===== config.mk =====
export PLATFORM = sky130hd
export DESIGN_NAME = otp_xor
export DESIGN_NICKNAME = d
export VERILOG_FILES = /design/src/rtl/otp_xor.sv
export SDC_FILE = /design/constraint.sdc
export NUM_CORES = 1
export LEC_CHECK = 0
export CAP_MARGIN = 15
export CORE_MARGIN = 2
export CORE_UTILIZATION = 45
export CTS_CLUSTER_DIAMETER = 30
export CTS_CLUSTER_SIZE = 14
export DETAILED_ROUTE_END_ITERATION = 10
export PLACE_DENSITY = 0.76
export SLEW_MARGIN = 10
export SYNTH_ARGS = -nofsm -noshare
export SYNTH_HDL_FRONTEND = slang
export SYNTH_SLANG_ARGS = --single-unit
export TNS_END_PERCENT = 5

===== constraint.sdc =====
create_clock -name iclk -period 2.1 [get_ports iclk]
set_input_delay 0.21 -clock iclk [delete_from_list [all_inputs] [get_ports iclk]]
set_output_delay 0.21 -clock iclk [all_outputs]
set_load 0.02 [all_outputs]

===== src/rtl/otp_xor.sv =====
// Streams one block of data and pad nibbles from RAM, XORs them and writes the result to a processed RAM.
// Optional build macro OTP_XOR_CHECKSUM_EN adds a running XOR checksum of the written nibbles.
module otp_xor #(
   parameter int ADDR_W    = 10,
   parameter int LAST_ADDR = 1023
) (
   input  logic              irst,
   input  logic              iclk,
   input  logic              istart,
   output logic [ADDR_W-1:0] oaddr,
   input  logic [3:0]        idata,
   input  logic [3:0]        ipad,
   output logic [ADDR_W-1:0] owaddr,
   output logic [3:0]        owdata,
   output logic              owrite_en,
   output logic              obusy,
   output logic              odone,
   output logic [3:0]        ochecksum
);

   typedef enum logic [1:0] {
      IDLE  = 2'd0,
      RUN   = 2'd1,
      FLUSH = 2'd2,
      DONE  = 2'd3
   } state_t;

   localparam logic [ADDR_W-1:0] LAST = ADDR_W'(LAST_ADDR);

   state_t            state_r;
   state_t            state_next;
   logic [ADDR_W-1:0] addr_next;
   logic              wen_next;
   logic              busy_next;
   logic              done_next;

   // Next-state and next-output decode; a write is scheduled for every RUN cycle
   always_comb begin
      state_next = state_r;
      addr_next  = oaddr;
      wen_next   = 1'b0;
      busy_next  = obusy;
      done_next  = 1'b0;
      case (state_r)
         IDLE: begin
            addr_next = {ADDR_W{1'b0}};
            if (istart) begin
               state_next = RUN;
               busy_next  = 1'b1;
            end else begin
               busy_next  = 1'b0;
            end
         end
         RUN: begin
            wen_next = 1'b1;
            if (oaddr == LAST) begin
               state_next = FLUSH;
            end else begin
               addr_next = oaddr + ADDR_W'(1);
            end
         end
         FLUSH: begin
            state_next = DONE;
            busy_next  = 1'b0;
            done_next  = 1'b1;
         end
         DONE: begin
            state_next = IDLE;
            addr_next  = {ADDR_W{1'b0}};
         end
         default: begin
            state_next = IDLE;
            addr_next  = {ADDR_W{1'b0}};
            busy_next  = 1'b0;
         end
      endcase
   end

   // State and control output registers
   always_ff @(posedge iclk or posedge irst) begin
      if (irst) begin
         state_r   <= IDLE;
         oaddr     <= {ADDR_W{1'b0}};
         owrite_en <= 1'b0;
         obusy     <= 1'b0;
         odone     <= 1'b0;
      end else begin
         state_r   <= state_next;
         oaddr     <= addr_next;
         owrite_en <= wen_next;
         obusy     <= busy_next;
         odone     <= done_next;
      end
   end

   // Write address/data capture; idata/ipad belong to the address currently on oaddr
   always_ff @(posedge iclk or posedge irst) begin
      if (irst) begin
         owaddr <= {ADDR_W{1'b0}};
         owdata <= 4'h0;
      end else if (wen_next) begin
         owaddr <= oaddr;
         owdata <= idata ^ ipad;
      end
   end

`ifdef OTP_XOR_CHECKSUM_EN
   logic [3:0] csum_r;

   // Checksum cleared on pass start, folds in each nibble as it is written
   always_ff @(posedge iclk or posedge irst) begin
      if (irst) begin
         csum_r <= 4'h0;
      end else if ((state_r == IDLE) && istart) begin
         csum_r <= 4'h0;
      end else if (owrite_en) begin
         csum_r <= csum_r ^ owdata;
      end
   end

   assign ochecksum = csum_r;
`else
   assign ochecksum = 4'h0;
`endif

endmodule

==> out/results.ini, run 1 <==
[floorplanning]
start_util_pct = 47.72
die_h_um = 61.14
die_x_um = 61.14
ios = 42
coreArea_um2 = 3078
row_count = 20
die-area_um2 = 3737

[clock_tree]
cts_inserted_buffers = 5
cts_setup_buffers = 0
clock_latency_ns = 0.32
cts_tree = built
postCtsResizedCells = 0
postCtsHoldBufs = 0
clk_pin_slew_ns = 0.09
clock-sinks = 29
clockBufferDepth = 2
cts_root_buf = clkbuf_4
cts_max_level = 2

[sta]
max_clock_freq_mhz = 569.9
finalMaxSlewViolations = 0
rsz0062_at_grt = false
max_slew.worst_pin.slew_ns = 0.6029
hold_ws_ns = 0.2507
finalClockSkew_ns = 0.008109
hold_viol = 0
setup_slack_ns = 0.3453
fin_crit_ns = 1.755
setup_tns_ns = 0
setup_viol = 0
relSlewSlack_pct = 59.76
fin_crit_sh_pct = 83.56

[power]
leakage_nw = 0.8604
power.density_nw_per_um2 = 515.5
ir_drop_uv = 387.9
power_mw = 0.9823

[layout]
register_area_um2 = 725.7
nets = 193
final_cells = 221
fin_area_um2 = 1906
fin_util_pct = 61.91
multi_input_area_um2 = 649.4
drive_gt1_share_pct = 12.99
n_fill_cell = 280
diodes = 0
area_growth_pct = 29.73

[drt]
vias = 1151
drtAntennaViolNets = 0
first_pass_iters = 4
vias_per_cell = 5.208
routed_wl_mm = 2.969
first_iter_violations = 46
drc = 0
wl_per_cell_um = 13.43

[global_route]
grt_usage_pct = 18.70
grt_first_pass_wirelength_mm = 5.043
overflow = 0
grt_max_degree = 38
grt_pass1_vias = 1112
antenna_found_initial = 0

[setup_path]
cp.required_ns = 2.31
cp.arrival_ns = 1.96
criticalPathCategory = flop to flop
crit_fanout = 7
cp-end-kind = flop
startpoint_type = flop

[placed_design]
dp.cells = 214
place.gp.congestion = 0.8503
dp_slack_ns = 0.3520
io_buffers = 37
dp_hpwl_mm = 2.201
place_area_um2 = 1851

[synth]
synth_warnings = 0
synth_cells = 141
syn_area_per_cell_um2 = 10.42
ys_seq_area_share_pct = 49.40
synth_area_um2 = 1469
yosysUniqueCellTypes = 37
synth.ff_latch_count = 29

[run]
maxCapViolations = 0

[worst_hold_path]
min_path_type = primary input to async pin

[status]
status = finished, final reports clean

==> critical path, stage by stage (launching register included) <==
cell,delay (ns)
dfrtp_1,0.44
ha_1,0.28
and4_4,0.25
nand3_2,0.11
a21oi_2,0.22
mux2_1,0.33
==> registers in the layout, summed over array words and instances (netlist names) <==
name	cells
owrite_en	1
obusy	1
state_r	2
owdata	4
owaddr	10
odone	1
oaddr	10
==> kinds of logic (layout without fill, tap and decap cells) <==
| family | count (synthesis) | after routing | share of synthesized area, % |
|---|---|---|---|
| muxes | 14 | 14 | 10.65 |
| AOI/OAI and AO/OA | 20 | 20 | 8.263 |
| DFF | 29 | 29 | 49.40 |
| other | 1 | 4 | 0.2553 |
| xor gates and xnor gates | 5 | 5 | 2.981 |
| and+or+nand+nor | 48 | 48 | 17.04 |
| buffers and inverters | 19 | 52 | 7.154 |
| adders and majority gates | 5 | 5 | 4.259 |
==> where the power goes <==
group	leakage, nW	switching [mW]	internal, mW
clock network	0.0314	0.175	0.158
registers	0.361	0.00440	0.566
logic	0.468	0.0386	0.0409
total	0.860	0.218	0.764
==> cell usage after synthesis <==
master / n / area (um^2)
a21oi_1: 4 / 20.02
a21oi_2: 1 / 8.760
a32o_1: 1 / 10.01
and3_1: 1 / 6.260
and3_2: 1 / 7.510
and3_4: 1 / 11.26
and4_1: 1 / 8.760
and4_4: 1 / 11.26
buf_1: 1 / 3.750
buf_2: 3 / 15.01
buf_4: 4 / 30.03
buf_6: 2 / 22.52
clkbuf_1: 3 / 11.26
conb_1: 1 / 3.750
dfrtp_1: 29 / 725.7
ha_1: 5 / 62.56
inv_1: 6 / 22.52
mux2_1: 1 / 11.26
mux2_2: 8 / 90.09
mux2_4: 1 / 15.01
mux2i_1: 4 / 40.04
nand2_1: 16 / 60.06
nand3_1: 7 / 35.03
nand3_2: 1 / 10.01
nand3b_1: 1 / 7.510
nand4_1: 4 / 25.02
nand4b_1: 1 / 8.760
nor2_1: 7 / 26.28
nor2b_1: 1 / 6.260
nor3_1: 4 / 20.02
nor4_1: 1 / 6.260
o211ai_1: 2 / 15.01
o21ai_0: 10 / 50.05
o21ai_2: 1 / 8.760
o311ai_0: 1 / 8.760
xnor2_1: 4 / 35.03
xor2_1: 1 / 8.760
==> worst paths after layout <==
check,from,cells past startpoint,slack (ns),endpoint
max,oaddr[1],5,0.35,state_r[1]
min,irst,2,0.25,owaddr[4]
max reg2reg,oaddr[1],5,0.35,state_r[1]
min reg2reg,owaddr[7],1,0.51,owaddr[7]
max in group asynchronous,irst,3,1.35,owaddr[8]
min in group iclk,owaddr[7],1,0.51,owaddr[7]
==> cell usage in the layout (no fill, tap or decap), types with 5 or more instances in the layout <==
cell type and count:
dfrtp_1 29, inv_1 6, o21ai_0 10, nand3_1 7, mux2_2 8, clkdlybuf4s50_1 37
nor2_1 7, ha_1 5, nand2_1 16, clkbuf_4 5
==> routing by layer <==
| metal | vias to the layer above | part of all wire, % | GRT usage, % |
|---|---|---|---|
| met5 | - | 0 | 0 |
| met4 | 0 | 2.4 | 9.317 |
| met3 | 7 | 7.3 | 6.723 |
| met2 | 46 | 51 | 30.40 |
| met1 | 544 | 40 | 21.82 |
| li1 | 554 | - | - |
==> final cells by class <==
class | count | share of cell area, %
multi-input cells | 96 | 34.08
well taps | 44 | 2.889
clock buffers | 7 | 2.889
inverters | 6 | 1.182
repair buffers | 39 | 20.88
flip-flops and latches | 29 | 38.08
(Power assumes the default switching activity.)
==> run 2, diff against run 1 <==
==> constraint.sdc (replaced) <==
create_clock -name iclk -period 1.65 [get_ports iclk]
set_input_delay 0.165 -clock iclk [delete_from_list [all_inputs] [get_ports iclk]]
set_output_delay 0.165 -clock iclk [all_outputs]
set_load 0.02 [all_outputs]
==> run 2 against run 1 <==
  * Wire length increased by 6.7%
  * First-iteration DRC count down 65%
  * Non-clock buffer count grew 12
  * Die area did not move
  * Clock power grew 33%
  * Clock-buffer cell count increased by 1
  * Hold slack improved by 0.24 ns
  * Design area up 7.1%
  * Global-route usage grew 1.7 points
  * Combinational power grew 26%
  * Sequential power rose by 27%
  * Utilization up 4.4 points
  * Largest power group unchanged
==> out/results.ini, run 2 (synthesis gave the netlist of run 1 again) <==
[placed_design]
io_buffers = 37
dp.cells = 225
dp_hpwl_mm = 2.332
place.gp.congestion = 0.8313

[power]
p_int_mw = 0.9803
power.share.clock_pct = 34.9
switching_power_mw = 0.2888
p_seq_share_pct = 57.2
leakage_nw = 1.004
switching_share_pct = 22.76
power.density_nw_per_um2 = 621.9
ir_drop_uv = 443.1
p_comb_share_pct = 7.9

[setup_path]
cp.required_ns = 1.86
crit_fanout = 7
cp.arrival_ns = 1.84
cp-end-kind = flop
startpoint_type = flop
criticalPathCategory = flop to flop

[drt]
wl_per_cell_um = 13.54
first_pass_iters = 4
drc = 0
drtAntennaViolNets = 0
vias_per_cell = 5.154
routed_wl_mm = 3.169
first_iter_violations = 16
vias = 1206

[floorplanning]
die_h_um = 61.14
coreArea_um2 = 3078
die_x_um = 61.14
start_util_pct = 47.72
die-area_um2 = 3737
row_count = 20
ios = 42

[global_route]
grtUsageMet2_pct = 32.37
grt_pass1_vias = 1202
grtUsageMet1_pct = 24.46
grt_max_degree = 28
grt_most_used_layer = met2
grt_first_pass_wirelength_mm = 5.451
antenna_found_initial = 0
overflow = 0
grt_usage_pct = 20.35
use_met3_pct = 7.143

[sta]
hold_viol = 0
setup_viol = 0
fin_crit_ns = 1.629
fin_crit_sh_pct = 98.70
max_clock_freq_mhz = 614.0
setup_tns_ns = 0
finalMaxSlewViolations = 0
rsz0062_at_grt = true
finalClockSkew_ns = 0.006741

[status]
status = finished, final reports clean

[clock_tree]
cts_max_level = 2
cts_setup_buffers = 0
cts_root_buf = clkbuf_4
cts_inserted_buffers = 5
clk_pin_slew_ns = 0.09
clock-sinks = 29
clockBufferDepth = 2
clock_latency_ns = 0.33
cts_tree = built

[layout]
reg.largest.list = oaddr x10, owaddr x10, owdata x4
final_cells = 234
nets = 205
final_common_cell = clkdlybuf4s50_1
area_growth_pct = 38.93
final_cell_mix = clkdlybuf4s50_1 (30), dfrtp_1 (27), nand2_1 (16)
drive_gt1_share_pct = 21.05
diodes = 0

[worst_hold_path]
min_path_type = primary input to flop

[run]
maxCapViolations = 0

==> run 2: path summary, 6_finish.rpt <==
path,start,endpoint,slack (ns),cells past startpoint
worst max-delay path,oaddr[0],state_r[1],0.02,5
worst min-delay path,idata[3],owdata[3],0.49,3
worst max register to register,oaddr[0],state_r[1],0.02,5
worst min register to register,owaddr[9],owaddr[9],0.51,1
max in group asynchronous,irst,oaddr[0],0.55,4
min in group asynchronous,irst,owdata[1],0.54,3
==> run 2: power by group through the flow <==
stage | combinational [mW] | clock (mW) | sequential [mW]
after global placement | 0.0984 | 0 | 0.740
after floorplan | 0.0396 | 0 | 0.752
after CTS | 0.103 | 0.457 | 0.726
final | 0.100 | 0.443 | 0.726
after detailed placement | 0.0999 | 0 | 0.740
after global routing | 0.110 | 0.492 | 0.728
==> run 2: layer usage <==
metal / up-vias / wire [um] / share of wire (%)
met4: 0 / 64 / 2.0
met1: 574 / 1319 / 42
met3: 10 / 201 / 6.3
met5: - / 0 / 0
li1: 575 / - / -
met2: 47 / 1584 / 50
==> run 2: repair_timing <==
| action | 4_1_cts | 5_1_grt |
|---|---|---|
| gates resized for setup | 1 | 11 |
| gates cloned | 0 | 0 |
| setup endpoints to repair | 1 | 14 |
| hold buffers | 1 | 0 |
| hold endpoints to repair | 2 | 0 |
==> run 2: cell type report <==
cell class / count / area [um^2]
well taps: 44 / 55.05
repair buffers: 51 / 495.5
fillers: 276 / 1037
multi-input cells: 96 / 680.7
flip-flops and latches: 29 / 728.2
inverters: 6 / 22.52
clock buffers: 8 / 58.81
==> run 2: worst max-delay path: stages (launching register included) <==
cell	delay [ns]
dfrtp_2	0.45
ha_4	0.18
and4_4	0.23
nand3_2	0.13
a21oi_4	0.20
mux2_1	0.32
==> run 2: metrics by stage <==
step | utilization [%] | worst slack (ns) | hold slack, ns | total power, mW | area, um^2
global placement | 62.89 | 0.09067 | 0.3272 | 0.8380 | 1936
finish | 66.30 | 0.02139 | 0.4871 | 1.269 | 2041
floorplan | - | 0.04728 | 0.2430 | 0.7915 | 1495
detailed placement | 62.89 | 0.02587 | 0.3422 | 0.8398 | 1936
global route | 66.30 | -0.04051 | 0.4953 | 1.330 | 2041
CTS | 65.08 | 0.01176 | 0.4804 | 1.286 | 2003
